`config.mk`:
```
export PLATFORM = sky130hd
export DESIGN_NAME = div_unit
export DESIGN_NICKNAME = d
export VERILOG_FILES = /design/src/rtl/div_unit_pkg.sv /design/src/rtl/div_step.sv /design/src/rtl/div_unit.sv
export SDC_FILE = /design/constraint.sdc
export NUM_CORES = 1
export LEC_CHECK = 0
export CAP_MARGIN = 30
export CORE_MARGIN = 2
export CORE_UTILIZATION = 27
export CTS_BUF_LIST = sky130_fd_sc_hd__clkbuf_4
export CTS_CLUSTER_DIAMETER = 100
export DETAILED_ROUTE_END_ITERATION = 8
export PLACE_DENSITY = 0.42
export SYNTH_ARGS = -nofsm -noshare
export SYNTH_HDL_FRONTEND = slang
export SYNTH_SLANG_ARGS = --single-unit
```
`constraint.sdc`:
```
create_clock -name clk -period 4.5 [get_ports clk]
set_clock_uncertainty 0.15 [all_clocks]
set_input_delay 1.35 -clock clk [delete_from_list [all_inputs] [get_ports clk]]
set_output_delay 1.35 -clock clk [all_outputs]
set_load 0.02 [all_outputs]
```
`src/rtl/div_unit_pkg.sv`:
```
// -----------------------------------------------------------------------------
// div_unit_pkg
// Shared CPU header for the iterative divider.
//   - word data bus width and word type
//   - divider FSM state encodings and state bus width
//   - iteration-counter width, plus a helper that sizes it for any WIDTH
// -----------------------------------------------------------------------------
package div_unit_pkg;

   // Word data bus
   localparam int WORD_W = 32;
   typedef logic [WORD_W-1:0] word_t;

   // Divider FSM
   localparam int DIV_STATE_W = 2;
   typedef enum logic [DIV_STATE_W-1:0] {
      DIV_STATE_IDLE = 2'd0,
      DIV_STATE_CALC = 2'd1,
      DIV_STATE_FIX  = 2'd2,
      DIV_STATE_DONE = 2'd3
   } div_state_t;

   // Iteration counter: log2(width)+1 bits, so it can count to width
   function automatic int div_cnt_width(input int width);
      return $clog2(width) + 1;
   endfunction

   localparam int DIV_CNT_W = div_cnt_width(WORD_W);

endpackage

```
`src/rtl/div_step.sv`:
```
// -----------------------------------------------------------------------------
// div_step
// One restoring-division iteration (purely combinational).
// The partial remainder is shifted left, the next dividend bit enters at the
// LSB, and the divisor is subtracted only if it fits.
//
// Ports
//   rem_in   [WIDTH:0]   partial remainder from the previous iteration
//   dvd_bit              next dividend bit (MSB first)
//   divisor  [WIDTH-1:0] divisor magnitude
//   rem_out  [WIDTH:0]   partial remainder after this iteration
//   q_bit                quotient bit produced by this iteration
// -----------------------------------------------------------------------------
module div_step
   import div_unit_pkg::*;
#(
   parameter int WIDTH = WORD_W
) (
   input  logic [WIDTH:0]   rem_in,
   input  logic             dvd_bit,
   input  logic [WIDTH-1:0] divisor,
   output logic [WIDTH:0]   rem_out,
   output logic             q_bit
);

   // One bit wider than the remainder so the shift never loses information.
   logic [WIDTH+1:0] shifted;

   always_comb begin
      shifted = {rem_in, dvd_bit};
      q_bit   = (shifted >= {2'b00, divisor});
      // The remainder is always below the divisor, so after a successful
      // subtraction the result fits back into WIDTH+1 bits.
      rem_out = q_bit ? (shifted[WIDTH:0] - {1'b0, divisor}) : shifted[WIDTH:0];
   end

endmodule

```
`src/rtl/div_unit.sv`:
```
// -----------------------------------------------------------------------------
// div_unit
// Multi-cycle signed/unsigned integer divider (restoring, 1 bit per cycle).
// FSM: IDLE -> CALC (WIDTH iterations) -> FIX (sign correction) -> DONE.
// Divide by zero skips straight from IDLE to DONE.
//
// Ports
//   clk        system clock, rising edge
//   reset      synchronous active-high reset
//   start      request, sampled only in IDLE
//   signed_op  1 = signed, 0 = unsigned (captured with start)
//   in_0       dividend (captured with start)
//   in_1       divisor  (captured with start)
//   flush      abort current operation, return to IDLE
//   busy       high in CALC and FIX
//   done       one-cycle pulse in DONE, results valid
//   quot, rem  quotient / remainder, held until the next result
//   dz, of     divide-by-zero / signed-overflow flags, held with results
// -----------------------------------------------------------------------------
module div_unit
   import div_unit_pkg::*;
#(
   parameter int WIDTH = WORD_W
) (
   input  logic             clk,
   input  logic             reset,
   input  logic             start,
   input  logic             signed_op,
   input  logic [WIDTH-1:0] in_0,
   input  logic [WIDTH-1:0] in_1,
   input  logic             flush,
   output logic             busy,
   output logic             done,
   output logic [WIDTH-1:0] quot,
   output logic [WIDTH-1:0] rem,
   output logic             dz,
   output logic             of
);

   localparam int               CNT_W    = div_cnt_width(WIDTH);
   localparam logic [CNT_W-1:0] LAST_IT  = CNT_W'(WIDTH - 1);
   localparam logic [WIDTH-1:0] MOST_NEG = {1'b1, {(WIDTH-1){1'b0}}};

   div_state_t       state;
   logic [WIDTH:0]   rem_acc;   // partial remainder
   logic [WIDTH-1:0] dvd_sh;    // dividend magnitude; quotient bits shift in at LSB
   logic [WIDTH-1:0] dvs;       // divisor magnitude
   logic [CNT_W-1:0] cnt;       // iterations completed
   logic             neg_q;     // negate quotient in FIX
   logic             neg_r;     // negate remainder in FIX
   logic             ovf;       // signed overflow pending for this operation

   // Operand preprocessing for the capture cycle
   logic             a_neg;
   logic             b_neg;
   logic [WIDTH-1:0] a_mag;
   logic [WIDTH-1:0] b_mag;
   logic             ovf_in;

   always_comb begin
      // NOTE: every variable gets a default before the conditional overrides;
      // a path that leaves one unassigned would infer a latch.
      a_neg  = signed_op & in_0[WIDTH-1];
      b_neg  = signed_op & in_1[WIDTH-1];
      a_mag  = in_0;
      b_mag  = in_1;
      if (a_neg) a_mag = -in_0;
      if (b_neg) b_mag = -in_1;
      ovf_in = signed_op && (in_0 == MOST_NEG) && (in_1 == '1);
   end

   // Iteration datapath
   logic [WIDTH:0] rem_nxt;
   logic           q_bit;

   div_step #(.WIDTH(WIDTH)) u_step (
      .rem_in  (rem_acc),
      .dvd_bit (dvd_sh[WIDTH-1]),
      .divisor (dvs),
      .rem_out (rem_nxt),
      .q_bit   (q_bit)
   );

   // FSM, datapath registers and registered outputs
   always_ff @(posedge clk) begin
      // NOTE: all state here uses non-blocking assignments so every register
      // samples the pre-edge values, regardless of statement order.
      if (reset) begin
         state   <= DIV_STATE_IDLE;
         rem_acc <= '0;
         dvd_sh  <= '0;
         dvs     <= '0;
         cnt     <= '0;
         neg_q   <= 1'b0;
         neg_r   <= 1'b0;
         ovf     <= 1'b0;
         busy    <= 1'b0;
         done    <= 1'b0;
         quot    <= '0;
         rem     <= '0;
         dz      <= 1'b0;
         of      <= 1'b0;
      end else if (flush) begin
         // Abort: results and flags keep their last completed values.
         state <= DIV_STATE_IDLE;
         busy  <= 1'b0;
         done  <= 1'b0;
      end else begin
         unique case (state)
            DIV_STATE_IDLE: begin
               done <= 1'b0;
               if (start) begin
                  if (in_1 == '0) begin
                     // Divide by zero: no iterations, results straight to DONE.
                     state <= DIV_STATE_DONE;
                     done  <= 1'b1;
                     quot  <= '1;
                     rem   <= in_0;
                     dz    <= 1'b1;
                     of    <= 1'b0;
                  end else begin
                     state   <= DIV_STATE_CALC;
                     busy    <= 1'b1;
                     rem_acc <= '0;
                     dvd_sh  <= a_mag;
                     dvs     <= b_mag;
                     cnt     <= '0;
                     neg_q   <= a_neg ^ b_neg;
                     neg_r   <= a_neg;
                     ovf     <= ovf_in;
                  end
               end
            end

            DIV_STATE_CALC: begin
               rem_acc <= rem_nxt;
               dvd_sh  <= {dvd_sh[WIDTH-2:0], q_bit};
               cnt     <= cnt + 1'b1;
               if (cnt == LAST_IT) state <= DIV_STATE_FIX;
            end

            DIV_STATE_FIX: begin
               // Magnitude results become truncate-toward-zero quotient and a
               // remainder carrying the dividend's sign. For MOST_NEG / -1 the
               // magnitude quotient is MOST_NEG and the signs match, so the
               // quotient already equals the dividend and the remainder is 0.
               quot  <= neg_q ? -dvd_sh : dvd_sh;
               rem   <= neg_r ? -rem_acc[WIDTH-1:0] : rem_acc[WIDTH-1:0];
               dz    <= 1'b0;
               of    <= ovf;
               busy  <= 1'b0;
               done  <= 1'b1;
               state <= DIV_STATE_DONE;
            end

            DIV_STATE_DONE: begin
               // A start seen here is dropped; it is accepted next cycle in IDLE.
               done  <= 1'b0;
               state <= DIV_STATE_IDLE;
            end

            default: begin
               busy  <= 1'b0;
               done  <= 1'b0;
               state <= DIV_STATE_IDLE;
            end
         endcase
      end
   end

endmodule
```
### Word level (Yosys, flattened, before mapping)

Cells that the tools add are included.

| operators by class | value |
|---|---|
| add/sub/neg operators | 6 |
| reduce and logical (&&, ||, !) cells | 13 |
| bitwise operators | 5 |
| equality and inequality tests | 10 |
| muxes and demuxes | 36 |
| $lt $le $gt $ge | 1 |

Operators with widths:

| kind | count |
|---|---|
| 32-bit 2-to-1 mux | 10 |
| 32-bit one-hot mux with 2 select lines | 3 |
| 32-bit negation | 4 |
| 33-bit 2-to-1 mux | 3 |
| 33-bit one-hot mux with 2 select lines | 1 |
| 32-bit equality test (second input constant) | 2 |
| 34-bit by 32-bit greater-or-equal comparator with 1-bit output | 1 |
| 33-bit by 32-bit subtractor with 33-bit output | 1 |
| 32-bit logical NOT | 1 |
| 6-bit 2-to-1 mux | 2 |
| 6-bit one-hot mux with 2 select lines | 1 |
| 4-bit AND reduction | 3 |
| 1-bit 2-to-1 mux | 8 |
| 2-bit != test (second input constant) | 4 |
| 2-bit one-hot mux with 4 select lines | 1 |
| 6-bit by 1-bit adder with 6-bit output (second input constant) | 1 |
| 6-bit by 5-bit equality test with 1-bit output (second input constant) | 1 |
| 2-bit 2-to-1 mux | 3 |
| 1-bit one-hot mux with 2 select lines | 3 |
| 2-bit equality test (second input constant) | 2 |
| 2-bit nonzero test | 2 |
| 1-bit one-hot mux with 3 select lines | 1 |
| 3-bit AND reduction | 1 |
| 3-bit nonzero test | 1 |
| other kinds (8) | 11 |

| storage, ports and cells | value |
|---|---|
| bits of input ports | 69 |
| bits in registers | 176 |
| word-level logic and storage cells | 85 |
| output and inout bits | 68 |

### Longest topological paths before layout

Gate-level depths: netlist of run 1.

| logic depth | value |
|---|---|
| word-level depth | 5 |
| mapped depth | 15 |
| depth with buffers taken out | 13 |

### Cells and area by module

A second synthesis of run 1 with hierarchy kept.

| second synthesis, totals | value |
|---|---|
| cell total of the unflattened synthesis | 1662 |
| area, all modules | 12205.5 µm² |

Modules (own cells, without submodules):

| module | times used | area an instance (µm²) | seq. area each (µm²) | cells each |
|---|---|---|---|---|
| div_unit | 1 | 9824.4 | 3523.4 | 1290 |
| div_step | 1 | 2381.0 | 0.0 | 372 |

### Worst setup path before layout of run 1

Ideal clock, no wire load.

| path | value |
|---|---|
| path type | in2reg |
| start | in in_1[19] |
| end | reg quot[31] |
| slack | 0.536 ns |
| stages on the path | 8 |
| required time | 4.262 ns |
| arrival time | 3.726 ns |
| library setup time | 0.088 ns |
| buffers on the path | 1 |
| cell sequence | or4_1 > or4_1 > nor4_1 > nand3_1 > a21oi_2 > clkbuf_1 > nor2_1 > a311oi_2 |

| between the ends | value |
|---|---|
| longest elaborated chain between the ends | 3 |

Ends and longest elaborated chain:

| what | RTL line | RTL |
|---|---|---|
| start: declaration | div_unit.sv:30 | `input logic [WIDTH-1:0] in_1,` |
| 32-bit logical NOT | div_unit.sv:113 | `if (in_1 == '0) begin` |
| 2-bit != test (no line) | - |  |
| 4-bit AND reduction (no line) | - |  |
| end signal: assignment | div_unit.sv:147 | `quot <= neg_q ? -dvd_sh : dvd_sh;` |
| end: declaration | div_unit.sv:34 | `output logic [WIDTH-1:0] quot,` |

Every way passes these cells.
A chain may end at the register's enable or synchronous reset.

### Worst setup path after layout of run 1

| path | value |
|---|---|
| start | reg dvd_sh[31] |
| end | reg rem_acc[31] |

| between the ends | value |
|---|---|
| longest elaborated chain between the ends | 3 |
| elaborated cells on any way between the ends | 4 |
| classes of those cells | add/sub: 1; order compare: 1; mux: 2 |

Ends and longest elaborated chain:

| what | RTL line | RTL |
|---|---|---|
| start: declaration | div_unit.sv:46 | `logic [WIDTH-1:0] dvd_sh;` |
| start signal: assignment | div_unit.sv:125 | `dvd_sh <= a_mag;` |
| start signal: assignment | div_unit.sv:137 | `dvd_sh <= {dvd_sh[WIDTH-2:0], q_bit};` |
| 33-bit by 32-bit subtractor with 33-bit output / 34-bit by 32-bit greater-or-equal comparator with 1-bit output (equally long branches) | div_step.sv:34, div_step.sv:31 |  |
| 33-bit 2-to-1 mux (*) | div_step.sv:34 | `rem_out = q_bit ? (shifted[WIDTH:0] - {1'b0, divisor}) : shifted[WIDTH:0];` |
| 33-bit one-hot mux with 2 select lines (*) | div_unit.sv:109 | `unique case (state)` |
| end signal: assignment | div_unit.sv:136 | `rem_acc <= rem_nxt;` |
| end: declaration | div_unit.sv:45 | `logic [WIDTH:0] rem_acc;` |

Every way passes the cells marked *; elsewhere a longest branch is shown, timed or not.

==> flow_metrics.env, run 1 <==
export IMPL_outcome="completed"
export IMPL_via_count=10880
export IMPL_wl_per_cell_um=16.94
export IMPL_areaGrowthSynthToFinish_pct=24.97
export IMPL_fmax_ghz=0.2559
export IMPL_synth_most_common_cell="nand2_1"
export IMPL_drv_slew=0
export IMPL_cts_sinks=176
export IMPL_cts_buffer_depth=2
export IMPL_die_w_um=209.7
export IMPL_max_slew_margin_pct=51.32
export IMPL_drive_gt1_share_pct=8.675
export IMPL_via_per_inst=4.944
export IMPL_hold_buffers=0
export IMPL_avgSynthCellArea_um2=7.622
export IMPL_finalInstanceArea_mm2=0.01428
export IMPL_finalHoldViolCount=0
export IMPL_yosysUniqueCellTypes=64
export IMPL_antenna_found_initial=1
export IMPL_multi_input_area_mm2=0.007342
export IMPL_hpwl_um=29240
export IMPL_power_density_mw_per_mm2=247.3
export IMPL_synth_top_area_share_pct=30.84
export IMPL_synthTopCellsByCount="213 x nand2_1, 176 x dfxtp_1, 149 x nor2_1"
export IMPL_switching_power_w=0.001144
export IMPL_syn_nets=1611
export IMPL_initial_utilization_pct=27.30
export IMPL_cp_max_fo=11
export IMPL_grt_pass1_vias=10610
export IMPL_fillers=4504
export IMPL_final_nets=1760
export IMPL_placed_cells=2168
export IMPL_drt_wl_total_um=37270
export IMPL_clock_power_share_pct=27.7
export IMPL_cts_resized=0
export IMPL_synth_seq_cells=176
export IMPL_cts_tree="done"
export IMPL_cts_buffers=17
export IMPL_synth_ff_type="dfxtp_1"
export IMPL_io_pins=137
export IMPL_place_area_mm2=0.01399
export IMPL_synthCells=1499
export IMPL_grt_pass1_wl_um=59770
export IMPL_grt_remaining_overflow=0
export IMPL_grt_max_degree=68
export IMPL_swShare_pct=32.38
export IMPL_crit_arrival_ns=4.25
export IMPL_synth_edf_count=0
export IMPL_seq_power_share_pct=47.1
export IMPL_drc_errors=0
export IMPL_drtIter0Drc=475
export IMPL_cp_required_ns=4.84
export IMPL_comb_power_share_pct=25.2
export IMPL_worst_pin_slew_ns=0.7284
export IMPL_io_buffers=136
export IMPL_ir_drop_v=0.0001070
export IMPL_async_reset_ff_share_pct=0
export IMPL_rsz0062_at_grt="no"
export IMPL_dieArea_mm2=0.04398
export IMPL_regArea_mm2=0.003523
export IMPL_htree_levels=4
export IMPL_row_count=75
export IMPL_end_kind="register"
export IMPL_setup_worst_path_start_class="register"
export IMPL_cap_viol_max_count=0
export IMPL_die_h_um=209.7
export IMPL_setup_viol=0
export IMPL_route_antenna_remaining_nets=0
export IMPL_hold_path_class="register to register"
export IMPL_p_int_w=0.002388
export IMPL_synth_area_top_cells="dfxtp_1 31%, nand2_1 7.0%, xor2_1 6.9%"
export IMPL_root_buffer="clkbuf_4"
export IMPL_design_core_area_mm2=0.04185
export IMPL_whs_ns=0.3178
export IMPL_finalCriticalPeriod_ns=3.908
export IMPL_final_cell_count_no_fill=2200
export IMPL_setup_tns_final_ns=0
export IMPL_cellLeakagePower_nw=5.371
export IMPL_clock_latency_ns=0.63
export IMPL_synth_warnings=0
export IMPL_postCtsSetupRepairBufs=0
export IMPL_yosysSeqAreaShare_pct=30.84
export IMPL_clkTransAtPathRegs_ns=0.16
export IMPL_first_pass_iters=5
export IMPL_syn_area_mm2=0.01143
export IMPL_gp_congestion=0.8397
export IMPL_fin_crit_sh_pct=86.84
export IMPL_grt_usage_pct=17.12
export IMPL_critPathKind="register to register"
export IMPL_yosysTopAreaCell="dfxtp_1"
==> path summary, 6_finish.rpt <==
path	to	cells past startpoint	slack, ns	from
worst min register to register	rem[6]$_SDFFE_PP0P_	2	0.32	rem[6]$_SDFFE_PP0P_
worst max register to register	rem_acc[31]$_SDFFE_PP0P_	14	0.59	dvd_sh[31]$_SDFFE_PP0P_
worst min-delay path	rem[6]$_SDFFE_PP0P_	2	0.32	rem[6]$_SDFFE_PP0P_
worst max-delay path	rem_acc[31]$_SDFFE_PP0P_	14	0.59	dvd_sh[31]$_SDFFE_PP0P_
==> metrics by stage <==
step / worst slack, ns / utilization [%] / power [W]
finish: 0.5921 / 34.12 / 0.003532
global route: 0.3427 / 34.12 / 0.003737
CTS: 0.5144 / 34.11 / 0.003589
detailed placement: -0.05567 / 33.43 / 0.002594
global placement: -0.03259 / 33.29 / 0.002586
floorplan: 0.5358 / - / 0.002243
==> cell type report <==
type,count,share of cell area (%)
Clock buffer,19,0.9989
Inverter,58,1.525
Tap cell,539,4.723
Sequential cell,176,24.68
Multi-Input combinational cell,1168,51.42
Clock inverter,12,1.008
Antenna cell,1,0.01753
Timing Repair Buffer,227,15.63
==> metal layers <==
metal	share of wire (%)	GRT usage [%]	up-vias
met5	0	0	-
met4	1.6	4.598	0
met3	2.5	2.170	25
met2	48	29.13	149
met1	48	22.81	5056
li1	-	-	5646
==> registers in the layout (all words and copies together) (netlist names) <==
signal / count
busy: 1
cnt: 6
done: 1
dvd_sh: 32
dvs: 32
dz: 1
neg_q: 1
neg_r: 1
of: 1
ovf: 1
quot: 32
rem: 32
rem_acc: 33
state: 2
==> critical path, cell delays in order (launching register included) <==
cell,delay (ns)
dfxtp_1,0.38
inv_1,0.25
ha_1,0.23
inv_1,0.05
fa_1,0.39
a21o_1,0.23
a311oi_1,0.29
o31a_1,0.26
a21oi_1,0.18
a21oi_1,0.26
a21o_1,0.17
a21o_1,0.29
buf_4,0.25
nand2b_1,0.26
o22ai_1,0.12
==> cell usage in the layout (no fill, tap or decap), types with 33 or more instances in the layout <==
cell | netlist | layout
a21oi_1 | 117 | 117
inv_1 | 57 | 57
ha_1 | 42 | 40
a211oi_1 | 51 | 51
o31ai_1 | 35 | 35
xnor2_1 | 60 | 60
clkdlybuf4s50_1 | 0 | 135
a311oi_1 | 33 | 33
xor2_1 | 90 | 90
dfxtp_1 | 176 | 176
nand2_1 | 213 | 213
nor2_1 | 149 | 148
buf_4 | 0 | 78
o21ai_0 | 93 | 93
==> logic make-up after synthesis <==
family	share of synthesized area (%)
and+or+nand+nor	20.24
muxes	2.814
AOI/OAI and AO/OA	24.67
DFF	30.84
adders and majority gates	4.774
xor gates and xnor gates	11.50
buffers and inverters	5.169
==> power by group through the flow <==
| stage | combinational (W) | sequential [W] | clock (W) |
|---|---|---|---|
| after floorplan | 0.000556 | 0.00169 | 0 |
| after global placement | 0.000888 | 0.00170 | 0 |
| after detailed placement | 0.000896 | 0.00170 | 0 |
| after CTS | 0.000899 | 0.00166 | 0.00103 |
| after global routing | 0.000987 | 0.00167 | 0.00108 |
| final | 0.000890 | 0.00166 | 0.000979 |
Note: power is estimated with default switching activity, not from simulation.
==> run 2, diff against run 1 <==
Clock period 4.5 ns to 3.75 ns, I/O delays scaled along.
==> run 2 against run 1 <==
Net effect: sequential share of layout area shrank 0.66 points; non-clock buffer count is 51 higher; first-iteration DRC count rose by 1.3%; setup slack got worse by 0.44 ns; largest power group unchanged; worst hold slack hardly changed; routed wire length increased by 2.5%; utilization increased by 0.94 points; cell area increased by 2.8%; critical path type is now input port to register.
==> flow_metrics.env, run 2 (synthesis results as in run 1) <==
export IMPL_worst_pin_slew_ns=0.7039
export IMPL_cts_tree="done"
export IMPL_cp_required_ns=4.08
export IMPL_first_pass_iters=5
export IMPL_whs_ns=0.3175
export IMPL_cts_sinks=176
export IMPL_hold_path_class="register to register"
export IMPL_die_w_um=209.7
export IMPL_finalHoldViolCount=0
export IMPL_cp_max_fo=32
export IMPL_cellLeakagePower_nw=5.642
export IMPL_hpwl_um=29410
export IMPL_setup_viol=0
export IMPL_grt_pass1_wl_um=60090
export IMPL_rsz0062_at_grt="no"
export IMPL_p_int_w=0.002948
export IMPL_grt_max_degree=137
export IMPL_most_common_layout_cells="213 x nand2_1, 176 x dfxtp_1, 147 x nor2_1, 135 x clkdlybuf4s50_1, 130 x buf_4"
export IMPL_max_slew_margin_pct=53.08
export IMPL_initial_utilization_pct=27.30
export IMPL_cts_buffer_depth=2
export IMPL_comb_power_share_pct=25.5
export IMPL_ir_drop_v=0.0001915
export IMPL_areaGrowthSynthToFinish_pct=28.41
export IMPL_io_pins=137
export IMPL_fin_crit_sh_pct=95.97
export IMPL_hold_buffers=0
export IMPL_critPathKind="input port to register"
export IMPL_grt_pass1_vias=10700
export IMPL_end_kind="register"
export IMPL_drv_slew=0
export IMPL_fillers=4448
export IMPL_fmax_ghz=0.2779
export IMPL_seq_power_share_pct=46.0
export IMPL_io_buffers=136
export IMPL_p_total_w=0.004334
export IMPL_outcome="completed"
export IMPL_clock_latency_ns=0.63
export IMPL_largest_register="rem_acc"
export IMPL_cts_buffers=17
export IMPL_final_common_cell="nand2_1"
export IMPL_grt_usage_pct=17.25
export IMPL_crit_arrival_ns=3.93
export IMPL_root_buffer="clkbuf_4"
export IMPL_regArea_mm2=0.003523
export IMPL_die_h_um=209.7
export IMPL_via_per_inst=4.932
export IMPL_gp_congestion=0.8179
export IMPL_largest_register_ffs=33
export IMPL_setup_worst_path_start_class="input port"
export IMPL_drt_wl_total_um=38220
export IMPL_route_antenna_remaining_nets=0
export IMPL_drc_errors=0
export IMPL_finalCriticalPeriod_ns=3.599
export IMPL_power_density_mw_per_mm2=295.4
export IMPL_grt_remaining_overflow=0
export IMPL_multi_input_area_mm2=0.007368
export IMPL_clkTransAtPathRegs_ns=0.14
export IMPL_dieArea_mm2=0.04398
export IMPL_via_count=11100
export IMPL_wl_per_cell_um=16.98
export IMPL_row_count=75
export IMPL_htree_levels=4
export IMPL_switching_power_w=0.001386
export IMPL_design_core_area_mm2=0.04185
export IMPL_final_nets=1811
export IMPL_clock_power_share_pct=28.5
export IMPL_cap_viol_max_count=0
export IMPL_drtIter0Drc=481
export IMPL_drive_gt1_share_pct=11.69
export IMPL_swShare_pct=31.98
export IMPL_antenna_found_initial=1
==> run 2: cell count changes in the layout (fill, tap and decap cells not counted), moves of 2 or more <==
| cell | delta |
|---|---|
| buf_12 | -3 |
| buf_16 | -2 |
| buf_4 | +52 |
| buf_6 | +2 |
| clkbuf_16 | +2 |
| clkinv_2 | +3 |
| clkinvlp_4 | -2 |
==> run 2: area by class of cell <==
class / count / share of cell area (%)
diodes: 1 / 0.01706
clock buffers: 18 / 0.9210
clock inverters: 13 / 1.160
inverters: 58 / 1.484
multi-input cells: 1168 / 50.22
flip-flops and latches: 176 / 24.01
well taps: 539 / 4.597
repair buffers: 278 / 17.58
==> run 2: worst paths after layout <==
path	endpoint	slack, ns	startpoint	depth (start not counted)
max	quot[9]$_SDFFE_PP0P_	0.15	in_1[18]	11
max reg2reg	rem_acc[30]$_SDFFE_PP0P_	0.26	dvd_sh[31]$_SDFFE_PP0P_	14
min reg2reg	dvs[31]$_SDFFE_PP0P_	0.32	dvs[31]$_SDFFE_PP0P_	2
min	dvs[31]$_SDFFE_PP0P_	0.32	dvs[31]$_SDFFE_PP0P_	2
==> run 2: repair_timing <==
item,4_1_cts,5_1_grt
gates resized for setup,0,7
setup buffers,0,2
setup endpoints to repair,0,85
==> run 2: worst max-delay path: stages <==
cell and delay, ns:
clkdlybuf4s50_1 0.43, or4_1 0.52, or4_1 0.55, nor4_4 0.16, buf_4 0.18, nand3_1 0.10, buf_4 0.15, a21oi_4 0.20
buf_4 0.18, clkbuf_16 0.21, a311oi_1 0.11
==> run 2: per-layer routing <==
metal  global-route usage [%]  wire length [um]  up-vias
met5                        0                 0        -
met4                    4.402               512        0
met3                    2.140              1049       24
met2                    29.99             18690      172
met1                    22.59             17960     5160
li1                         -                 -     5746
==> run 2: power by group through the flow <==
stage                     sequential, W  clock, W  combinational (W)
after CTS                       0.00200   0.00130            0.00110
after detailed placement        0.00204         0            0.00110
after floorplan                 0.00203         0           0.000667
after global routing            0.00201   0.00136            0.00123
after global placement          0.00204         0            0.00110
final                           0.00199   0.00123            0.00111
==> run 2: through the flow <==
stage               area [um2]  cells  util [%]  worst slack, ns  TNS [ns]
finish                   14670   2251     35.06           0.1511         0
global route             14670   2251     35.06         0.002558         0
CTS                      14580   2246     34.84          0.06885         0
detailed placement       14280   2215     34.11          -0.6251    -78.59
global placement         14280   2215     34.11          -0.5650    -77.40
floorplan                11430   1499         -          0.01081         0
